**src/rtl/adder_rr_scheduler.sv**
```systemverilog
// Round-robin scheduler sharing one ripple-carry adder between NUM_REQ requesters.
// One registered, ID-tagged response slot; full throughput while downstream is ready.
module adder_rr_scheduler #(
    parameter int NUM_REQ = 4,
    parameter int WIDTH   = 32,
    parameter int ID_W    = 2
) (
    input  logic                     clk,
    input  logic                     rst,
    input  logic [NUM_REQ-1:0]       req_valid,
    output logic [NUM_REQ-1:0]       req_ready,
    input  logic [NUM_REQ*WIDTH-1:0] req_a,
    input  logic [NUM_REQ*WIDTH-1:0] req_b,
    input  logic [NUM_REQ-1:0]       req_cin,
    output logic                     rsp_valid,
    input  logic                     rsp_ready,
    output logic [ID_W-1:0]          rsp_id,
    output logic [WIDTH-1:0]         rsp_sum,
    output logic                     rsp_cout,
    output logic [31:0]              op_count
);

    typedef enum logic {
        IDLE = 1'b0,
        HOLD = 1'b1
    } state_t;

    state_t             state_q;
    logic [ID_W-1:0]    ptr_q;
    logic [ID_W-1:0]    ptr_d;
    logic [ID_W-1:0]    rsp_id_q;
    logic [WIDTH-1:0]   rsp_sum_q;
    logic               rsp_cout_q;
    logic [31:0]        op_count_q;

    logic               accept_en;
    logic               handshake;
    logic               xfer;
    logic [NUM_REQ-1:0] grant_oh;
    logic [ID_W-1:0]    grant_id;
    logic [WIDTH-1:0]   a_sel;
    logic [WIDTH-1:0]   b_sel;
    logic               cin_sel;
    logic [WIDTH-1:0]   rsp_sum_d;
    logic               rsp_cout_d;

    assign rsp_valid = (state_q == HOLD);
    assign rsp_id    = rsp_id_q;
    assign rsp_sum   = rsp_sum_q;
    assign rsp_cout  = rsp_cout_q;
    assign op_count  = op_count_q;

    assign handshake = rsp_valid & rsp_ready;
    assign accept_en = (state_q == IDLE) | handshake;
    assign req_ready = (accept_en && !rst) ? grant_oh : '0;
    assign xfer      = |req_ready;

    // Scan from ptr upward, wrapping; the first valid index wins.
    always_comb begin
        int unsigned idx;
        logic        found;
        grant_oh = '0;
        found    = 1'b0;
        for (int unsigned off = 0; off < NUM_REQ; off++) begin
            idx = 32'(ptr_q) + off;
            if (idx >= NUM_REQ) begin
                idx = idx - NUM_REQ;
            end
            for (int unsigned i = 0; i < NUM_REQ; i++) begin
                if (!found && (i == idx) && req_valid[i]) begin
                    found       = 1'b1;
                    grant_oh[i] = 1'b1;
                end
            end
        end
    end

    always_comb begin
        grant_id = '0;
        a_sel    = '0;
        b_sel    = '0;
        cin_sel  = 1'b0;
        for (int unsigned i = 0; i < NUM_REQ; i++) begin
            if (grant_oh[i]) begin
                grant_id = ID_W'(i);
                a_sel    = req_a[i*WIDTH +: WIDTH];
                b_sel    = req_b[i*WIDTH +: WIDTH];
                cin_sel  = req_cin[i];
            end
        end
    end

    always_comb begin
        if (32'(grant_id) == NUM_REQ - 1) begin
            ptr_d = '0;
        end else begin
            ptr_d = grant_id + 1'b1;
        end
    end

    // Shared ripple-carry adder datapath.
    always_comb begin
        logic carry;
        carry     = cin_sel;
        rsp_sum_d = '0;
        for (int unsigned i = 0; i < WIDTH; i++) begin
            rsp_sum_d[i] = a_sel[i] ^ b_sel[i] ^ carry;
            carry        = (a_sel[i] & b_sel[i]) | (carry & (a_sel[i] ^ b_sel[i]));
        end
        rsp_cout_d = carry;
    end

    always_ff @(posedge clk) begin
        if (rst) begin
            state_q    <= IDLE;
            ptr_q      <= '0;
            rsp_id_q   <= '0;
            rsp_sum_q  <= '0;
            rsp_cout_q <= 1'b0;
            op_count_q <= '0;
        end else begin
            if (handshake) begin
                op_count_q <= op_count_q + 32'd1;
            end
            if (xfer) begin
                state_q    <= HOLD;
                rsp_id_q   <= grant_id;
                rsp_sum_q  <= rsp_sum_d;
                rsp_cout_q <= rsp_cout_d;
                ptr_q      <= ptr_d;
            end else if (handshake) begin
                state_q <= IDLE;
            end
        end
    end

endmodule
```
**config.mk**
```make
export PLATFORM = sky130hd
export DESIGN_NAME = adder_rr_scheduler
export DESIGN_NICKNAME = d
export VERILOG_FILES = /design/src/rtl/adder_rr_scheduler.sv
export SDC_FILE = /design/constraint.sdc
export NUM_CORES = 1
export LEC_CHECK = 0
export CORE_AREA = 4 4 131 133
export DETAILED_ROUTE_END_ITERATION = 8
export DIE_AREA = 0 0 135 137
export PLACE_DENSITY = 0.77
export SYNTH_ARGS = -nofsm -noshare
export SYNTH_HDL_FRONTEND = slang
export SYNTH_SLANG_ARGS = --single-unit
```
**constraint.sdc**
```tcl
create_clock -name clk -period 18.6 [get_ports clk]
set_clock_uncertainty 0.2 [all_clocks]
set_input_delay 2.79 -clock clk [delete_from_list [all_inputs] [get_ports clk]]
set_output_delay 2.79 -clock clk [all_outputs]
set_load 0.05 [all_outputs]
```
==> impl_metrics.yaml <==
job:
  drv_cap: 0
cts:
  post_cts_resized: 0
  htreeDepth: 3
  clock_path_buffers: 2
  clk_pin_slew_ns: 0.06
  cts_root_buffer: "clkbuf_16"
  cts_num_sinks: 70
  cts_tree: "yes"
  postCtsSetupRepairBufs: 0
  clkLatencyLatePin_ns: 0.35
  cts_made_buffers: 9
  ctsHoldBuffers: 0
outcome:
  outcome: "finished, final reports clean"
detailed_routing:
  vias_per_cell: 5.902
  route.final.wire_length_mm: 27.99
  drc: 0
  drt_first_pass_iters: 5
  vias: 7336
  drtIter0Drc: 613
  detail_route.wl_per_cell_um: 22.52
  postRouteAntennaNets: 0
synthesis:
  syn_area_per_cell_um2: 7.905
  yosysTopAreaCell: "dfxtp_1"
  ys_ff_latch: 70
  yosysMostFrequentCell: "nor2_1"
  yosysSeqAreaShare_pct: 24.32
  syn_nets: 1029
  synth_commonest_cells: "nor2_1 (91), dfxtp_1 (70), clkbuf_1 (68), a21oi_1 (54), nand3_1 (46)"
  syn_area_mm2: 0.005763
  synth_top_flop_cell: "dfxtp_1"
  ys_warn_count: 0
  synth_edf_count: 0
  synth_cell_types: 51
  ys_top_cells_by_area: "dfxtp_1 (24%), fa_1 (11%), nor2_1 (5.9%)"
  synthCells: 729
  synth_top_area_share_pct: 24.32
  async_reset_ff_share_pct: 0
grt:
  grt_pass1_wl_mm: 40.90
  grt_max_degree: 77
  grt.total_usage_pct: 28.73
  antenna_found_initial: 1
  grt_pass1_vias: 7055
  grt-ovfl-total: 0
worst_setup_path:
  crit_top_cell: "fa_1"
  crit_arrival_ns: 17.17
  slowest_delay_ns: 0.72
  endpoint_kind: "flop"
  cp.required_ns: 18.60
  crit_path_start_kind: "primary input"
  crit_fanout: 33
  worst-setup-path-type: "in -> reg"
  cp_slowest_cell: "clkdlybuf4s50_1"
die:
  die_h_um: 137
  start_util_pct: 36.41
  die_w_um: 135
  die_area_mm2: 0.01850
  rows: 46
  io_pins: 339
  coreArea_mm2: 0.01583
timing:
  whs_ns: 0.2704
  fin_crit_sh_pct: 92.29
  finalHoldViolations: 0
  maxSlewHeadroom_pct: 18.22
  timing.fmax_mhz: 58.25
  rsz0062_at_grt: "false"
  slew_violations: 0
  tightestPinTransition_ns: 1.196
  finalCriticalPeriod_ns: 17.17
  setup_viol: 0
  final.setup.tns_ns: 0
final_layout:
  layout-area-overhead-vs-synth_pct: 66.76
  seqCellArea_mm2: 0.001401
  drive_above_1_share_pct: 8.577
  multi_input_area_mm2: 0.004089
  nets: 1321
  fillers: 1417
pwr:
  power_density_mw_per_mm2: 75.25
  power_frac_seq_pct: 24.1
  pwr-share-clk_pct: 24.6
  switching_share_pct: 39.79
  irDropWorstVdd_mv: 0.05908
  p_leak_nw: 3.210
  p_int_mw: 0.4355
  switching_power_mw: 0.2877
  comb_power_share_pct: 51.3
min_path:
  hold_path_class: "reg -> reg"
placed_design:
  gp_congestion: 0.9265
  dp_hpwl_mm: 21.53
  io_buffers: 338
-- metrics by stage --
stage | utilization [%] | setup WS [ns] | instances | cell area (um^2) | total power, mW
after floorplan | - | 2.251 | 729 | 5763 | 0.3884
after global placement | 58.78 | 1.347 | 1226 | 9304 | 0.5412
after detailed placement | 58.78 | 1.146 | 1226 | 9304 | 0.5479
after CTS | 60.70 | 1.469 | 1242 | 9608 | 0.7282
after global routing | 60.72 | 0.8472 | 1243 | 9610 | 0.7635
final | 60.72 | 1.433 | 1243 | 9610 | 0.7232
-- routing by layer --
layer / wire length [um] / vias up / track usage [%]
met5: 0 / - / 0
met4: 931 / 0 / 10.30
met3: 2550 / 52 / 7.831
met2: 13810 / 436 / 49.42
met1: 10700 / 3475 / 34.53
li1: - / 3373 / -
-- cell type report --
class	count	area share [%]
timing repair buffer	356	36.56
clock inverter	7	0.8202
antenna	1	0.02604
inverter	8	0.3125
clock buffer	9	2.343
sequential	70	14.58
multi-input combinational	576	42.55
tap	216	2.812
-- layout by cell type (no fill, tap or decap), types with 29 or more instances in the layout --
master / count
fa_1: 32
nor3_1: 32
a211oi_1: 29
nand3_1: 45
a22oi_1: 30
o31a_1: 29
dfxtp_1: 70
clkdlybuf4s50_1: 337
nor2_1: 91
o21ai_0: 39
a21oi_1: 54
a31o_2: 29
a2111oi_0: 35
-- sequential cells by signal, indices dropped and copies added (netlist names) --
| signal | count |
|---|---|
| rsp_sum | 32 |
| rsp_cout | 1 |
| op_count | 32 |
| rsp_valid | 1 |
| rsp_id | 2 |
| ptr_q | 2 |
-- worst paths after layout --
| path | start | endpoint | slack (ns) | cells after the start |
|---|---|---|---|---|
| worst max-delay path | req_valid[2] | rsp_sum[31]$_SDFFE_PP0P_ | 1.43 | 42 |
| worst min-delay path | rsp_id[1]$_SDFFE_PP0P_ | rsp_id[1]$_SDFFE_PP0P_ | 0.27 | 2 |
| worst max register to register | ptr_q[1]$_SDFFE_PP0P_ | rsp_sum[31]$_SDFFE_PP0P_ | 4.06 | 40 |
| worst min register to register | rsp_id[1]$_SDFFE_PP0P_ | rsp_id[1]$_SDFFE_PP0P_ | 0.27 | 2 |
-- cells by family after synthesis --
logic type / after synthesis / synth area share [%]
compound gates: 278 / 34.26
xor+xnor: 9 / 1.368
fa+ha+maj: 33 / 11.33
buf+inv: 83 / 5.601
flops: 70 / 24.32
mux: 12 / 2.236
simple gates: 244 / 20.89
-- critical path, delay by kind of cell --
| kind | cells | cell delay (ns) |
|---|---|---|
| adders and majority gates | 32 | 12.06 |
| buffers and inverters | 4 | 1.15 |
| and+or+nand+nor | 2 | 0.36 |
| muxes | 1 | 0.15 |
| AOI/OAI and AO/OA | 3 | 0.64 |
-- power by group through the flow --
stage               clock, mW  sequential (mW)  combinational (mW)
global route            0.189            0.176               0.399
global placement            0            0.177               0.364
detailed placement          0            0.177               0.371
CTS                     0.182            0.174               0.372
finish                  0.178            0.174               0.371
floorplan                   0            0.225               0.163
No activity file was read; power rests on OpenSTA's default activity.
